[src/rtl/ramp_scan_ctrl_pkg.sv]
// Shared definitions for the ramp scan / lock acquisition controller.
//   RDefault  : default width of the ramp and error datapath
//   state_e   : controller state encoding (visible on the state output)
//   eff_scans : number of ramp periods to search, with 0 treated as 1
package ramp_scan_ctrl_pkg;

  localparam int unsigned RDefault = 14;

  typedef enum logic [2:0] {
    StIdle = 3'd0,
    StRrst = 3'd1,
    StArm  = 3'd2,
    StScan = 3'd3,
    StSeek = 3'd4,
    StLock = 3'd5,
    StErr  = 3'd6
  } state_e;

  function automatic logic [7:0] eff_scans(input logic [7:0] n);
    return (n == 8'd0) ? 8'd1 : n;
  endfunction

endpackage

[src/rtl/peak_tracker.sv]
// Extremum tracker: remembers the best sig sample and the pos at which it was seen.
//   clk, rst   : clock, asynchronous active-high reset
//   load       : unconditionally capture sig/pos (start of a search)
//   track      : capture sig/pos only if sig strictly beats the stored value
//   search_max : 1 = keep the maximum, 0 = keep the minimum
//   sig, pos   : sample and its ramp position
//   peak_val, peak_pos : stored extremum and its position
// With load and track both low the tracker is frozen.
module peak_tracker
  import ramp_scan_ctrl_pkg::*;
#(
  parameter int unsigned R = RDefault
) (
  input  logic                clk,
  input  logic                rst,
  input  logic                load,
  input  logic                track,
  input  logic                search_max,
  input  logic signed [R-1:0] sig,
  input  logic signed [R-1:0] pos,
  output logic signed [R-1:0] peak_val,
  output logic signed [R-1:0] peak_pos
);

  logic signed [R-1:0] val_q;
  logic signed [R-1:0] pos_q;
  logic                better;

  // Strict comparison so that ties keep the earliest position.
  always_comb begin
    better = search_max ? (sig > val_q) : (sig < val_q);
  end

  always_ff @(posedge clk or posedge rst) begin
    if (rst) begin
      val_q <= '0;
      pos_q <= '0;
    end else if (load || (track && better)) begin
      val_q <= sig;
      pos_q <= pos;
    end
  end

  assign peak_val = val_q;
  assign peak_pos = pos_q;

endmodule

[src/rtl/ramp_scan_ctrl.sv]
// Ramp scan controller: sweeps the ramp for n_scans periods, finds the extremum of
// sig_in, drives the ramp back to that position and hands over to the lock loops.
//   clk, rst                 : clock, asynchronous active-high reset
//   start, abort             : start on rising edge; abort (level) returns to idle
//   n_scans, timeout         : periods to search; ARM/SEEK cycle limit (0 = none)
//   search_max               : 1 = search maximum, 0 = search minimum
//   ramp_A, trigger_low/hig  : ramp value and limit pulses from the ramp generator
//   sig_in                   : signal to be searched
//   ramp_enable, ramp_reset  : ramp generator controls
//   peak_val, peak_pos       : found extremum and its ramp position
//   lock_en, busy, done, error, state : handover and status
module ramp_scan_ctrl
  import ramp_scan_ctrl_pkg::*;
#(
  parameter int unsigned R = RDefault
) (
  input  logic                clk,
  input  logic                rst,
  input  logic                start,
  input  logic                abort,
  input  logic [7:0]          n_scans,
  input  logic [31:0]         timeout,
  input  logic                search_max,
  input  logic signed [R-1:0] ramp_A,
  input  logic                trigger_low,
  input  logic                trigger_hig,
  input  logic signed [R-1:0] sig_in,
  output logic                ramp_enable,
  output logic                ramp_reset,
  output logic signed [R-1:0] peak_val,
  output logic signed [R-1:0] peak_pos,
  output logic                lock_en,
  output logic                busy,
  output logic                done,
  output logic                error,
  output logic [2:0]          state
);

  state_e      state_q, state_d;
  logic        start_q;
  logic [7:0]  n_scans_q;
  logic [31:0] timeout_q;
  logic        search_max_q;
  logic [31:0] tmr_q, tmr_d;
  logic [7:0]  per_q, per_d;
  logic        done_q, done_d;
  logic        error_q, error_d;
  logic        load, track;
  logic        start_edge, timed_out;
  logic [31:0] tmr_inc;
  logic        unused_trigger_hig;

  assign unused_trigger_hig = trigger_hig;

  assign start_edge = start & ~start_q;
  assign tmr_inc    = tmr_q + 32'd1;
  // The timer counts cycles already spent in ARM/SEEK, so the state lasts
  // exactly timeout cycles before ERR.
  assign timed_out  = (timeout_q != 32'd0) && (tmr_inc == timeout_q);

  always_comb begin
    state_d     = state_q;
    tmr_d       = tmr_q;
    per_d       = per_q;
    done_d      = done_q;
    error_d     = error_q;
    ramp_enable = 1'b0;
    ramp_reset  = 1'b0;
    lock_en     = 1'b0;
    busy        = 1'b0;
    load        = 1'b0;
    track       = 1'b0;

    unique case (state_q)
      StIdle: if (start_edge) state_d = StRrst;
      StRrst: begin
        ramp_reset = 1'b1;
        busy       = 1'b1;
        tmr_d      = '0;
        state_d    = StArm;
      end
      StArm: begin
        ramp_enable = 1'b1;
        busy        = 1'b1;
        tmr_d       = tmr_inc;
        if (trigger_low) begin
          load    = 1'b1;
          per_d   = '0;
          state_d = StScan;
        end else if (timed_out) begin
          state_d = StErr;
        end
      end
      StScan: begin
        ramp_enable = 1'b1;
        busy        = 1'b1;
        track       = 1'b1;  // still captures on the final trigger cycle
        if (trigger_low) begin
          per_d = per_q + 8'd1;
          if (per_d >= eff_scans(n_scans_q)) begin
            tmr_d   = '0;
            state_d = StSeek;
          end
        end
      end
      StSeek: begin
        busy = 1'b1;
        if (ramp_A == peak_pos) begin
          state_d = StLock;  // ramp_enable stays low this very cycle
        end else begin
          ramp_enable = 1'b1;
          tmr_d       = tmr_inc;
          if (timed_out) state_d = StErr;
        end
      end
      StLock: begin
        lock_en = 1'b1;
        if (start_edge) state_d = StRrst;
      end
      StErr: if (start_edge) state_d = StRrst;
      default: state_d = StIdle;
    endcase

    if (abort) begin
      state_d = StIdle;
      load    = 1'b0;
      track   = 1'b0;
    end

    if (state_d == StRrst) begin
      done_d  = 1'b0;
      error_d = 1'b0;
    end
    if (state_d == StLock) done_d = 1'b1;
    if (state_d == StErr) error_d = 1'b1;
  end

  always_ff @(posedge clk or posedge rst) begin
    if (rst) begin
      state_q      <= StIdle;
      start_q      <= 1'b0;
      n_scans_q    <= '0;
      timeout_q    <= '0;
      search_max_q <= 1'b0;
      tmr_q        <= '0;
      per_q        <= '0;
      done_q       <= 1'b0;
      error_q      <= 1'b0;
    end else begin
      state_q <= state_d;
      start_q <= start;
      tmr_q   <= tmr_d;
      per_q   <= per_d;
      done_q  <= done_d;
      error_q <= error_d;
      if (state_q == StRrst) begin
        n_scans_q    <= n_scans;
        timeout_q    <= timeout;
        search_max_q <= search_max;
      end
    end
  end

  peak_tracker #(
    .R(R)
  ) u_peak_tracker (
    .clk       (clk),
    .rst       (rst),
    .load      (load),
    .track     (track),
    .search_max(search_max_q),
    .sig       (sig_in),
    .pos       (ramp_A),
    .peak_val  (peak_val),
    .peak_pos  (peak_pos)
  );

  assign state = state_q;
  assign done  = done_q;
  assign error = error_q;

endmodule

[config.mk]
export PLATFORM = sky130hd
export DESIGN_NAME = ramp_scan_ctrl
export DESIGN_NICKNAME = d
export VERILOG_FILES = /design/src/rtl/ramp_scan_ctrl_pkg.sv /design/src/rtl/peak_tracker.sv /design/src/rtl/ramp_scan_ctrl.sv
export SDC_FILE = /design/constraint.sdc
export NUM_CORES = 1
export LEC_CHECK = 0
export ABC_AREA = 1
export CORE_MARGIN = 1.5
export CORE_UTILIZATION = 50
export DETAILED_ROUTE_END_ITERATION = 10
export PLACE_DENSITY = 0.78
export SKIP_CTS_REPAIR_TIMING = 1
export SYNTH_ARGS = -nofsm -noshare
export SYNTH_HDL_FRONTEND = slang
export SYNTH_SLANG_ARGS = --single-unit
export TNS_END_PERCENT = 10
[constraint.sdc]
create_clock -name clk -period 3.53 [get_ports clk]
set_input_delay 0.5295 -clock clk [delete_from_list [all_inputs] [get_ports clk]]
set_output_delay 0.5295 -clock clk [all_outputs]
set_load 0.01 [all_outputs]
# Yosys cells after proc, flatten, opt, wreduce, memory -nomap -nowiden
# Cells that the tools add are included.
dict set report totals {
  word_cells 78
  output_inout_bits 37
  ff_bits 115
}
dict set report op_classes {
  n_bitwise 2
  n_eq_ne 15
  mux 30
  magnitude_cmp 3
  n_reduce_logical 15
  n_addsub 2
}
# cell count
set ops {}
lappend ops {{32-bit one-hot mux with 4 select lines} 1}
lappend ops {{32-bit two-way mux} 3}
lappend ops {{32-bit by 1-bit adder with 32-bit output (second input constant)} 1}
lappend ops {{32-bit equality test} 1}
lappend ops {{32-bit nonzero test} 1}
lappend ops {{8-bit two-way mux} 3}
lappend ops {{3-bit two-way mux} 7}
lappend ops {{8-bit one-hot mux with 2 select lines} 1}
lappend ops {{3-bit equality test (second input constant)} 5}
lappend ops {{3-bit one-hot mux with 5 select lines} 1}
lappend ops {{14-bit equality test} 1}
lappend ops {{14-bit greater-than comparator} 1}
lappend ops {{14-bit less-than comparator} 1}
lappend ops {{1-bit two-way mux} 13}
lappend ops {{8-bit by 1-bit adder with 8-bit output (second input constant)} 1}
lappend ops {{8-bit >= comparator} 1}
lappend ops {{8-bit logical NOT} 1}
lappend ops {{2-bit inequality test (second input constant)} 4}
lappend ops {{3-bit by 1-bit equality test with 1-bit output (second input constant)} 2}
lappend ops {{3-bit by 2-bit equality test with 1-bit output (second input constant)} 2}
lappend ops {{2-bit nonzero test} 3}
lappend ops {{4-bit AND reduction} 1}
lappend ops {{4-bit nonzero test} 1}
lappend ops {{4-bit OR reduction} 1}
lappend ops {{9 further kinds} 10}

# Depth between registers and ports, before layout
dict set report depth {
  word_depth 10
  ltp_mapped 19
}

# By module
# From an unflattened synthesis, not the netlist that was laid out.
dict set report unflattened {
  cells_unflattened 1072
  area_unflattened_um2 7593.5
}
# module area_per_inst_um2 cells_each n_inst
set by_module_without_submodules {}
lappend by_module_without_submodules {ramp_scan_ctrl 5863.1 871 1}
lappend by_module_without_submodules {peak_tracker 1730.4 201 1}

# Least setup slack after synthesis
# OpenSTA, ideal clock, no wires.
dict set report synth_timing {
  path_kind {register -> register}
  startpoint {register per_q[0]}
  endpoint {register error_q, in the netlist error}
  t_arrival_ps 2485
  setup_ps 121
  path_stages_with_launch 16
  path_buffers 0
  required_ps 3409
  setup_slack_ps 924
  cell_sequence {dfrtp_1 nand3_1 nor3_1 nand2_1 xor2_1 inv_1 ha_1 a21oi_1 o21a_1 nand3_1 a21boi_1 nor2_1 a31oi_1 nand3_2 o21bai_1 nand2_1}
}
dict set report synth_between {
  elab_chain_len 8
  elab_cells_between_ends 10
}
# element line_no
set synth_rtl {}
lappend synth_rtl {{from (decl)} ramp_scan_ctrl.sv:45} ;# logic [7:0] per_q, per_d;
lappend synth_rtl {{from (signal assigned)} ramp_scan_ctrl.sv:153} ;# per_q <= per_d;
lappend synth_rtl {{8-bit by 1-bit adder with 8-bit output *} ramp_scan_ctrl.sv:99} ;# per_d = per_q + 8'd1;
lappend synth_rtl {{8-bit >= comparator *} ramp_scan_ctrl.sv:100} ;# if (per_d >= eff_scans(n_scans_q)) begin
lappend synth_rtl {{3-bit two-way mux *} ramp_scan_ctrl.sv:100}
lappend synth_rtl {{3-bit two-way mux *} ramp_scan_ctrl.sv:98} ;# if (trigger_low) begin
lappend synth_rtl {{3-bit one-hot mux with 5 select lines *} ramp_scan_ctrl.sv:74} ;# unique case (state_q)
lappend synth_rtl {{3-bit two-way mux *} ramp_scan_ctrl.sv:124} ;# if (abort) begin
lappend synth_rtl {{named net state_d[0]} ramp_scan_ctrl.sv:39} ;# state_e state_q, state_d;
lappend synth_rtl {{3-bit equality test / 3-bit by 1-bit equality test with 1-bit output (equally long branches)} {ramp_scan_ctrl.sv:135, ramp_scan_ctrl.sv:130}}
lappend synth_rtl {{1-bit two-way mux / 2-bit nonzero test (equally long branches)} n/a}
lappend synth_rtl {{to (signal assigned)} ramp_scan_ctrl.sv:155} ;# error_q <= error_d;
lappend synth_rtl {{to (decl)} ramp_scan_ctrl.sv:47} ;# logic error_q, error_d;
# The timed path passes the listed nets; every way through them passes the cells marked *.
# A chain may end at the register's enable or synchronous reset.

# Worst setup path in the final report
# Same ends and word-level chain as after synthesis.

==> flow_summary.yaml <==
run_status:
  status: "complete, no violations"
worst_setup_path:
  reg2reg_to: "error"
  crit_fanout: 6
  start_kind: "register"
  critical-path-slowest-cell: "dfrtp_1"
  cp.required_ns: 3.83
  crit_arrival_ns: 3.50
  slowest_delay_ns: 0.40
  end_kind: "register"
  r2r_slack_ns: 0.34
  reg2regPathDepth: 16
  endpoint: "error"
  startpoint: "per_q[0]"
  r2r-start: "per_q[0]"
  path_class: "reg -> reg"
  path_cells: "nand3_1 -> nor3_1 -> nand2_1 -> xor2_1 -> inv_1 -> ha_1 -> a21oi_1 -> o21a_1 -> nand3_1 -> a21boi_4 -> buf_4 -> nor2_1 -> a31oi_1 -> nand3_2 -> o21bai_1 -> nand2_1"
power_and_ir_drop:
  swShare_pct: 37.4
  p_leak_uw: 0.00437
  p_total_uw: 6140
  vdd_drop_max_uv: 457
  power.density_mw_per_mm2: 659
  p_switching_uw: 2300
  sequentialPowerShare_pct: 34.2
  pwr-share-clk_pct: 28.0
  intPower_uw: 3850
  p_comb_share_pct: 37.8
sta:
  rsz0062_at_grt: "false"
  drv_slew: 0
  period_minus_slack_ns: 3.19
  setup_viol: 0
  worst_slew_margin_rel_pct: 50.5
  setup_tns_ns: 0
  tightest_slew_ns: 0.741
  skew_ns: 0.00734
  timing.fmax_mhz: 313
  fin_crit_sh_pct: 90.4
  hold_viol: 0
floorplanning:
  initial_core_util_pct: 50.9
  die_w_um: 124
  dieArea_mm2: 0.0155
  core_mm2: 0.0145
  io_pins: 112
  rows: 44
  die_h_um: 124
route:
  drtAntennaViolNets: 0
  routed_wirelength_mm: 20.2
  post_drt_wl_per_cell_um: 14.7
  firstDrtPassIters: 6
  drc: 0
  viasPerCell: 5.28
  vias: 7229
  drt_iter0_markers: 538
logic_synthesis:
  synth_edf_count: 0
  yosysSeqAreaShare_pct: 39.0
  yosysTopAreaCellShare_pct: 39.0
  yosys_most_used_dff: "dfrtp_1"
  synth_commonest_cells: "319 x nand2_1, 133 x inv_1, 118 x nor2_1, 115 x dfrtp_1, 101 x o21ai_0"
  syn_nets: 1157
  syn_inst: 1058
  ys_async_sr_fraction_pct: 100
  ys_warn_count: 0
  synth_area_per_cell_um2: 6.97
  netlist_top_cells_area: "dfrtp_1 39%, nand2_1 16%, o21ai_0 6.9%, inv_1 6.8%, nand3_1 6.2%"
  yosysMostFrequentCell: "nand2_1"
  synth_area_mm2: 0.00737
  synth_seq_cells: 115
  yosysTopAreaCell: "dfrtp_1"
  yosysUniqueCellTypes: 39
worst_hold_path:
  hold_path_class: "reg -> reg"
  hold_path.startpoint: "n_scans_q[0]"
global_routing:
  grt_overflow_total: 0
  grt_pass1_vias: 6852
  grt_max_degree: 116
  grt_antenna_before_repair: 0
  grt_usage_pct: 26.3
  grt_pass1_wl_mm: 32.9
clocking:
  clk_latency_ns: 0.42
  clk_pin_slew_worst_paths_ns: 0.05
  htree_levels: 4
  clockRootBuffer: "clkbuf_16"
  cts_buffers: 17
  cts_buffer_depth: 2
  clock_sinks: 115
  cts_tree: "yes"
layout:
  diodes: 0
  nets: 1272
  layout-drive-gt1-share_pct: 6.83
  fin_util_pct: 64.4
  area_delta_synth_final_pct: 26.5
place:
  dp_hpwl_mm: 14.5
  gp_congestion: 0.944
  io_buffers: 110
flow_run:
  max_cap_viol_count: 0
## worst max-delay path, delay by kind of cell (launching register included)
family,cells,cell delay (ns)
AOI/OAI and AO/OA,5,1.04
xor gates and xnor gates,1,0.19
adders and majority gates,1,0.31
and+or+nand+nor,7,0.89
DFF,1,0.40
buffers and inverters,2,0.27
## per-layer routing
metal / part of all wire, % / vias to the layer above / routed length, µm / track usage, %
met5: 0 / - / 0 / 0
met4: 1.9 / 0 / 392 / 8.72
met3: 8.6 / 36 / 1730 / 8.89
met2: 46 / 250 / 9370 / 42.0
met1: 43 / 3308 / 8670 / 33.5
li1: - / 3635 / - / -
## registers in the layout, indices dropped and copies added (netlist names)
register and flops:
timeout_q 32, tmr_q 32, u_peak_tracker.peak_pos 14, u_peak_tracker.peak_val 14
n_scans_q 8, per_q 8, state 3, done 1
error 1, search_max_q 1, start_q 1
## final cells by class
cell class | count | area, µm²
Fill cell | 1283 | 5160
Multi-Input combinational cell | 787 | 3940
Sequential cell | 115 | 2880
Timing Repair Buffer | 117 | 1180
Inverter | 135 | 512
Clock buffer | 20 | 457
Tap cell | 184 | 230
Clock inverter | 12 | 130
## cell usage in the layout (no fill, tap or decap), types with 3 or more instances in the layout
cell type	netlist	final
a21oi_1	16	16
buf_4	0	5
clkbuf_16	0	17
clkdlybuf4s50_1	0	110
clkinv_2	1	5
clkinvlp_4	0	3
dfrtp_1	115	115
ha_1	24	24
inv_1	133	132
nand2_1	319	319
nand2_2	17	17
nand3_1	92	92
nand3b_1	3	3
nand4_1	31	31
nor2_1	118	116
nor2_4	6	9
nor3_1	5	5
o211ai_1	3	3
o21ai_0	101	101
o21ai_1	4	4
or2_2	6	6
xnor2_1	5	5
xnor3_1	3	3
xor2_1	11	11
## power groups by stage
stage / combinational, µW / clock [µW] / sequential (µW)
6_report: 2320 / 1720 / 2100
3_5_place_dp: 2290 / 0 / 2100
2_1_floorplan: 1390 / 0 / 2090
3_3_place_gp: 2250 / 0 / 2100
4_1_cts: 2310 / 1740 / 2100
5_1_grt: 2620 / 1810 / 2160
## kinds of logic (layout without fill, tap and decap cells)
logic type | count (synthesis) | after routing | share of synthesized area, %
xor gates and xnor gates | 19 | 19 | 2.82
and+or+nand+nor | 608 | 609 | 36.3
adders and majority gates | 24 | 24 | 4.07
DFF | 115 | 115 | 39.0
AOI/OAI and AO/OA | 135 | 135 | 9.71
buffers and inverters | 157 | 284 | 8.06
## worst min path at each step
| stage | cells past startpoint | to | slack (ns) |
|---|---|---|---|
| 2_1_floorplan | 2 | n_scans_q[0] | 0.44 |
| 5_1_grt | 2 | n_scans_q[0] | 0.52 |
| 4_1_cts | 2 | n_scans_q[0] | 0.48 |
| 3_5_place_dp | 2 | n_scans_q[0] | 0.47 |
| 6_report | 2 | n_scans_q[0] | 0.48 |
| 3_3_place_gp | 2 | n_scans_q[0] | 0.46 |
## per-stage QoR
step                instances  worst slack, ns  hold WS [ns]  cell area, µm²
global placement         1337            0.302         0.459            8710
floorplan                1058            0.924         0.444            7370
CTS                      1369            0.173         0.479            9300
detailed placement       1337            0.208         0.466            8710
finish                   1370            0.338         0.476            9320
global route             1370           0.0534         0.520            9320
No activity file was read; power rests on OpenSTA's default activity.
